### config.mk
export PLATFORM = sky130hd
export DESIGN_NAME = uab_board_io
export DESIGN_NICKNAME = d
export VERILOG_FILES = /design/src/rtl/uab_board_io.sv
export SDC_FILE = /design/constraint.sdc
export NUM_CORES = 1
export LEC_CHECK = 0
export ABC_AREA = 1
export CAP_MARGIN = 5
export CORE_MARGIN = 4
export CORE_UTILIZATION = 25
export CTS_CLUSTER_DIAMETER = 200
export CTS_CLUSTER_SIZE = 16
export DETAILED_ROUTE_END_ITERATION = 16
export PLACE_DENSITY = 0.58
export SETUP_SLACK_MARGIN = 0.05
export SYNTH_ARGS = -nofsm -noshare
export SYNTH_HDL_FRONTEND = slang
export SYNTH_SLANG_ARGS = --single-unit
export TNS_END_PERCENT = 30
### constraint.sdc
create_clock -name clk -period 1.8 [get_ports clk]
set_input_delay 0.18 -clock clk [delete_from_list [all_inputs] [get_ports clk]]
set_output_delay 0.18 -clock clk [all_outputs]
set_load 0.01 [all_outputs]
### src/rtl/uab_board_io.sv
// Board I/O peripheral: software LEDs plus debounced keys with sticky press capture and a maskable irq.
// Define UAB_BOARD_IO_LED_PWM_EN to add an 8-bit PWM brightness register at word address 4.
module uab_board_io #(
  parameter int                N_LEDS          = 8,
  parameter int                N_KEYS          = 2,
  parameter int                DEBOUNCE_CYCLES = 500000,
  parameter int                KEY_ACTIVE_LOW  = 1,
  parameter logic [N_LEDS-1:0] LED_RESET_VAL   = '0
) (
  input  logic              clk,
  input  logic              reset,
  input  logic [2:0]        address,
  input  logic              read,
  input  logic              write,
  input  logic [31:0]       writedata,
  output logic [31:0]       readdata,
  output logic              readdatavalid,
  output logic              irq,
  input  logic [N_KEYS-1:0] key_in,
  output logic [N_LEDS-1:0] led_out
);

  localparam int                CW       = $clog2(DEBOUNCE_CYCLES + 1);
  localparam logic [CW-1:0]     DB_TC    = CW'(DEBOUNCE_CYCLES);
  localparam logic [N_KEYS-1:0] SYNC_RST = (KEY_ACTIVE_LOW != 0) ? '1 : '0;

  logic [N_KEYS-1:0] r_sync1, r_sync2, r_state, r_edge, r_mask;
  logic [CW-1:0]     r_cnt [N_KEYS];
  logic [N_LEDS-1:0] r_led, r_led_out;
  logic [31:0]       r_readdata;
  logic              r_rvalid, r_irq;

  logic [N_KEYS-1:0] w_level, w_accept, w_rise, w_w1c;
  logic [N_LEDS-1:0] w_led_on;
  logic [31:0]       w_rdata;
  logic              w_unused;

  assign w_unused = &{1'b0, writedata};
  assign w_level  = (KEY_ACTIVE_LOW != 0) ? ~r_sync2 : r_sync2;
  assign w_rise   = w_accept & w_level;
  assign w_w1c    = (write && address == 3'd2) ? writedata[N_KEYS-1:0] : '0;

  // A key change is accepted on the cycle the disagreement count would reach the terminal value.
  always_comb begin
    w_accept = '0;
    for (int i = 0; i < N_KEYS; i++)
      w_accept[i] = (w_level[i] != r_state[i]) && ((r_cnt[i] + CW'(1)) == DB_TC);
  end

  always_ff @(posedge clk) begin
    if (reset) begin
      r_sync1 <= SYNC_RST;
      r_sync2 <= SYNC_RST;
      r_state <= '0;
      for (int i = 0; i < N_KEYS; i++) r_cnt[i] <= '0;
    end else begin
      r_sync1 <= key_in;
      r_sync2 <= r_sync1;
      r_state <= r_state ^ w_accept;
      for (int i = 0; i < N_KEYS; i++) begin
        if ((w_level[i] == r_state[i]) || w_accept[i]) r_cnt[i] <= '0;
        else                                           r_cnt[i] <= r_cnt[i] + CW'(1);
      end
    end
  end

`ifdef UAB_BOARD_IO_LED_PWM_EN
  logic [7:0] r_duty, r_pwm_cnt;

  always_ff @(posedge clk) begin
    if (reset) begin
      r_duty    <= 8'hFF;
      r_pwm_cnt <= 8'd0;
    end else begin
      r_pwm_cnt <= r_pwm_cnt + 8'd1;
      if (write && address == 3'd4) r_duty <= writedata[7:0];
    end
  end

  assign w_led_on = r_led & {N_LEDS{r_pwm_cnt < r_duty}};
`else
  assign w_led_on = r_led;
`endif

  // Reads sample the registers before any same-cycle write lands.
  always_comb begin
    w_rdata = '0;
    case (address)
      3'd0: w_rdata[N_LEDS-1:0] = r_led;
      3'd1: w_rdata[N_KEYS-1:0] = r_state;
      3'd2: w_rdata[N_KEYS-1:0] = r_edge;
      3'd3: w_rdata[N_KEYS-1:0] = r_mask;
`ifdef UAB_BOARD_IO_LED_PWM_EN
      3'd4: w_rdata[7:0]        = r_duty;
`endif
      default: ;
    endcase
  end

  always_ff @(posedge clk) begin
    if (reset) begin
      r_led      <= LED_RESET_VAL;
      r_led_out  <= LED_RESET_VAL;
      r_mask     <= '0;
      r_edge     <= '0;
      r_irq      <= 1'b0;
      r_readdata <= '0;
      r_rvalid   <= 1'b0;
    end else begin
      if (write && address == 3'd0) r_led  <= writedata[N_LEDS-1:0];
      if (write && address == 3'd3) r_mask <= writedata[N_KEYS-1:0];
      r_edge    <= (r_edge & ~w_w1c) | w_rise;
      r_irq     <= |(r_edge & r_mask);
      r_led_out <= w_led_on;
      r_rvalid  <= read;
      if (read) r_readdata <= w_rdata;
    end
  end

  assign readdata      = r_readdata;
  assign readdatavalid = r_rvalid;
  assign irq           = r_irq;
  assign led_out       = r_led_out;

endmodule
# --- Yosys cells after proc, flatten, opt, wreduce, memory -nomap -nowiden ---
# Memory sizes are Yosys's and may differ from the RTL's.
# Cells that the tools add are included.
totals:
  regBits: 36
  ram_bits: 38
  in_bits: 41
  out_inout_bits: 42
  wordCells: 63
  n_memories: 1
classes:
  n_addsub: 2
  n_eq_ne: 9
  n_mux: 21
  bitwise_logic: 11
  n_reduce_logical: 9
memory_table:
  columns: ["memory", "words", "width", "read_ports", "rd_ports_with_merged_regs", "write_ports", "line_no", "text"]
  rows:
  - ["r_cnt", 2, 19, 2, 0, 2, "28", "logic [CW-1:0] r_cnt [N_KEYS];"]
op_table:
  columns: ["cell", "n"]
  rows:
  - ["19-bit two-way mux", 4]
  - ["19-bit by 1-bit adder with 19-bit output (second input constant)", 2]
  - ["19-bit equality test (second input constant)", 2]
  - ["1-bit two-way mux", 14]
  - ["2-bit one-hot mux with 4 select lines", 1]
  - ["2-bit AND", 3]
  - ["3-bit by 2-bit equality test with 1-bit output (second input constant)", 2]
  - ["6-bit two-way mux", 1]
  - ["1-bit logical AND", 5]
  - ["2-bit inverter", 2]
  - ["1-bit bitwise OR", 4]
  - ["3-bit by 1-bit equality test with 1-bit output (second input constant)", 1]
  - ["3-bit zero test", 1]
  - ["1-bit equality test", 2]
  - ["1-bit logical OR", 2]
  - ["2-bit two-way mux", 1]
  - ["1-bit inequality test", 2]
  - ["2-bit bitwise OR", 1]
  - ["2-bit OR reduction", 1]
  - ["2-bit XOR", 1]

# --- Logic depth before layout (Yosys ltp) ---
# Gate-level depths: netlist of the first run.
# An unclocked memory read counts as a cell.
depth:
  word_depth: 10
  mapped_depth: 14
  depth_no_buf: 13

# --- Worst setup path before layout of the first run ---
# Ideal clock, no wire load.
synth_path:
  path_type: "register to register"
  start: "memory r_cnt[0][0] (netlist bit)"
  end: "memory r_cnt[0][0] (netlist bit), data pin"
  setup_time_ns: 0.256
  arrival_time_ns: 1.723
  required_time_ns: 1.544
  setup_slack_ns: -0.180
  path_stages_with_launch: 14
  n_path_buf: 1
  synth_period_minus_slack_ns: 1.980
  path_cell_list: "edfxtp_1 > ha_1 > nand3_2 > inv_2 > nand2_2 > nor2_1 > nor2_1 > nor2_1 > nand2_1 > nor2_4 > nand2_2 > nand3_4 > buf_12 > nor2_2"
synth_lines:
  columns: ["element", "line_no"]
  rows:
  - ["start: declaration", "28"]

==> impl_metrics.sql, run 1 <==
INSERT INTO impl_metrics (metric_group, metric, value, unit) VALUES
('global_routing', 'antenna_found_initial', '0', ''),
('route', 'route.antenna.remaining_nets', '0', ''),
('sta', 'totalNegativeSetupSlack', '-7.14', 'ns'),
('yosys', 'synth_ff_type', 'sky130_fd_sc_hd__edfxtp_1', ''),
('yosys', 'post-synth-top-area-cell', 'sky130_fd_sc_hd__edfxtp_1', ''),
('sta', 'finClkSkew', '0.0105', 'ns'),
('route', 'routed_wire_length_per_instance', '10.2', 'um'),
('clocking', 'tritoncts.num_buffers', '9', ''),
('cells_and_area', 'insertedDiodeCount', '0', ''),
('worst_setup_path', 'worst-endpoint-required', '1.89', 'ns'),
('status', 'run_status', 'finished with violations', ''),
('yosys', 'yosys.cell_count.top_type', 'sky130_fd_sc_hd__nand2_1', ''),
('worst_setup_path', 'reg2reg_from', 'r_cnt[1][2]', ''),
('power_and_ir_drop', 'fin_total_pwr', '4.25', 'mW'),
('cells_and_area', 'synthesis_to_layout_area_growth', '41.3', '%'),
('cells_and_area', 'seq_area', '0.00186', 'mm2'),
('clocking', 'clock_path_buffers', '2', ''),
('yosys', 'synth.distinct_cells', '29', ''),
('sta', 'worst_slew_pin_slew', '0.902', 'ns'),
('yosys', 'top_cells_by_area_in_the_synthesized_netlist', 'sky130_fd_sc_hd__edfxtp_1, sky130_fd_sc_hd__dfxtp_1, sky130_fd_sc_hd__nand2_1', ''),
('route', 'route.detailed.drc', '0', ''),
('worst_setup_path', 'critical_path.reg2reg.endpoint', 'r_cnt[1][5]', ''),
('sta', 'timing_max_transition_violations_final', '0', ''),
('clocking', 'cts_tree', 'done', ''),
('place', 'place.port_buffers', '34', ''),
('place', 'dp_hpwl', '6750', 'um'),
('sta', 'layout_min_cycle_time', '2.02', 'ns'),
('floorplan', 'top_level_ports', '83', ''),
('clocking', 'htree_num_levels', '3', ''),
('cells_and_area', 'drive_above_1_share', '0.217', ''),
('floorplan', 'floorplan.die_area', '0.0186', 'mm2'),
('floorplan', 'initial_utilization', '0.257', ''),
('global_routing', 'grt_util_all_layers', '0.104', ''),
('clocking', 'cell_at_the_root_of_the_clock_tree', 'sky130_fd_sc_hd__clkbuf_16', ''),
('yosys', 'yosys_register_bits', '74', ''),
('status', 'failed_checks', 'setup timing', ''),
('cells_and_area', 'fillers', '1720', ''),
('cells_and_area', 'fin_util', '0.364', ''),
('sta', 'setup-violations-final', '40', ''),
('route', 'drt_pass1_iterations', '4', ''),
('worst_setup_path', 'path_max_fanout', '7', ''),
('route', 'vias_per_cell', '3.90', ''),
('worst_setup_path', 'worst_ep_arrival_time', '2.11', 'ns'),
('power_and_ir_drop', 'total_leakage_power', '2.45', 'nW'),
('worst_setup_path', 'crit_path_max_incr_delay', '0.48', 'ns'),
('clocking', 'worst_skew_pair.late_latency', '0.34', 'ns'),
('clocking', 'clkTransAtPathRegs', '0.06', 'ns'),
('place', 'gp_congestion', '0.846', ''),
('worst_setup_path', 'crit_path_cell_trace', 'nand2_2 -> nor2_4 -> nand2_2 -> o21ai_1 -> nand2_1 -> nor2_1 -> nand2_1 -> nor2_4 -> nand2_4 -> nand3_4 -> nor2_1', ''),
('worst_setup_path', 'critPathLaunchType', 'register', ''),
('route', 'detailroute.via_count', '3579', ''),
('yosys', 'ys_seq_area_frac', '0.452', ''),
('floorplan', 'core', '0.0160', 'mm2'),
('clocking', 'cts_hold_buf', '0', ''),
('global_routing', 'via_count_of_the_first_global_routing_pass', '3262', ''),
('sta', 'min_period_over_period', '1.12', ''),
('worst_setup_path', 'cp_max_delay_cell', 'sky130_fd_sc_hd__edfxtp_1', ''),
('yosys', 'async_flop_share', '0', ''),
('global_routing', 'grt_max_degree', '19', ''),
('worst_setup_path', 'r2r.worst_path.cells', '11', ''),
('yosys', 'avgSynthCellArea', '7.51', 'um2'),
('cells_and_area', 'multiInputGateArea', '0.00213', 'mm2'),
('power_and_ir_drop', 'cell_pwr_density', '731', 'mW/mm2'),
('yosys', 'count_of_flip_flops_with_a_built_in_enable_after_synthesis', '38', ''),
('worst_setup_path', 'startpoint_of_the_worst_setup_timing_path', 'r_cnt[1][2]', ''),
('sta', 'final_critical_path_setup_slack', '-0.223', 'ns'),
('cells_and_area', 'design.final.nets', '741', ''),
('sta', 'finalHoldViolCount', '0', ''),
('clocking', 'cts_num_sinks', '74', ''),
('yosys', 'synth_top_cell_area_share', '0.277', ''),
('run', 'max_cap_viol_count', '0', '');
[registers in the layout (all words and copies together), names as in the netlist]
register	count
irq	1
led_out	8
r_cnt	38
r_edge	2
r_led	8
r_mask	2
r_state	2
r_sync1	2
r_sync2	2
readdata	8
readdatavalid	1
[per-stage QoR]
stage	instances	hold WS, ns	worst slack [ns]
floorplan	608	0.284	-0.123
global placement	890	0.397	-0.229
detailed placement	890	0.397	-0.260
CTS	915	0.396	-0.192
global route	918	0.413	-0.338
finish	918	0.406	-0.223
[cell type report]
| class | instances | share of cell area |
|---|---|---|
| timing repair buffer | 107 | 0.158 |
| clock buffer | 10 | 0.0411 |
| clock inverter | 6 | 0.0151 |
| tap | 216 | 0.0465 |
| multi-input combinational | 423 | 0.366 |
| sequential | 74 | 0.320 |
| inverter | 82 | 0.0542 |
[cell usage in the layout (no fill, tap or decap), types with 2 or more instances in the layout]
cell,count
sky130_fd_sc_hd__buf_4,70
sky130_fd_sc_hd__nor2_1,78
sky130_fd_sc_hd__o21ai_1,2
sky130_fd_sc_hd__nand3_4,7
sky130_fd_sc_hd__inv_1,80
sky130_fd_sc_hd__xor2_1,4
sky130_fd_sc_hd__nand2_2,8
sky130_fd_sc_hd__buf_12,2
sky130_fd_sc_hd__nand2_1,120
sky130_fd_sc_hd__nor3_1,4
sky130_fd_sc_hd__dfxtp_1,36
sky130_fd_sc_hd__nand3_2,4
sky130_fd_sc_hd__or2_2,4
sky130_fd_sc_hd__inv_6,2
sky130_fd_sc_hd__bufinv_16,2
sky130_fd_sc_hd__conb_1,62
sky130_fd_sc_hd__nand4_1,12
sky130_fd_sc_hd__nor2_2,20
sky130_fd_sc_hd__edfxtp_1,38
sky130_fd_sc_hd__nor2_4,13
sky130_fd_sc_hd__clkdlybuf4s50_1,34
sky130_fd_sc_hd__inv_4,2
sky130_fd_sc_hd__xnor2_1,3
sky130_fd_sc_hd__nand3_1,25
sky130_fd_sc_hd__o21ai_0,26
sky130_fd_sc_hd__clkbuf_16,9
sky130_fd_sc_hd__a21oi_1,22
[what timing repair did]
item	in CTS	in global routing
hold endpoints to repair	0	0
buffers inserted	6	4
setup endpoints to repair	42	42
pin swaps	2	5
gates cloned	3	0
resized for setup	11	22
[report_power, final]
part / total (mW) / internal [mW] / switching, mW / leakage, nW
clock: 1.98 / 1.26 / 0.727 / 0.159
sequential: 1.88 / 1.83 / 0.0453 / 0.686
combinational: 0.391 / 0.179 / 0.212 / 1.60
total: 4.25 / 3.27 / 0.984 / 2.45
[metal layers]
layer | wire, um | part of all wire | GRT usage
met4 | 131 | 0.014 | 0.0420
met5 | 0 | 0 | 0
met2 | 3890 | 0.42 | 0.154
met1 | 4760 | 0.51 | 0.142
met3 | 564 | 0.060 | 0.0329
[worst min-delay path by stage]
stage	startpoint	end	slack, ns	cells past startpoint
final	key_in[1]	r_sync1[1]	0.41	2
after global routing	key_in[0]	r_sync1[0]	0.41	2
after floorplan	key_in[0]	r_sync1[0]	0.28	1
after CTS	key_in[1]	r_sync1[1]	0.40	2
after detailed placement	r_sync1[0]	r_sync2[0]	0.40	1
after global placement	r_sync1[1]	r_sync2[1]	0.40	1
[critical path, delay by kind of cell, from the launching register on]
| kind | cells | cell delay, ns |
|---|---|---|
| simple gates | 10 | 1.16 |
| flops | 1 | 0.48 |
| compound gates | 1 | 0.14 |
[cells by family after synthesis]
| kind of cell | after synthesis | synth area share |
|---|---|---|
| other cells | 2 | 0.00182 |
| xor+xnor | 8 | 0.0170 |
| compound gates | 52 | 0.0638 |
| flops | 74 | 0.452 |
| simple gates | 295 | 0.324 |
| fa+ha+maj | 3 | 0.00912 |
| buf+inv | 114 | 0.132 |
Note: power is estimated with default switching activity, not from simulation.
==> run 2, diff against run 1 <==
--- a/config.mk
+++ b/config.mk
@@ -14,6 +14,7 @@
 export DETAILED_ROUTE_END_ITERATION = 16
 export PLACE_DENSITY = 0.58
 export SETUP_SLACK_MARGIN = 0.05
+export SLEW_MARGIN = 20
 export SYNTH_ARGS = -nofsm -noshare
 export SYNTH_HDL_FRONTEND = slang
 export SYNTH_SLANG_ARGS = --single-unit
==> results of run 2 <==
Final layout, timing and power as in run 1 (identical DEF).
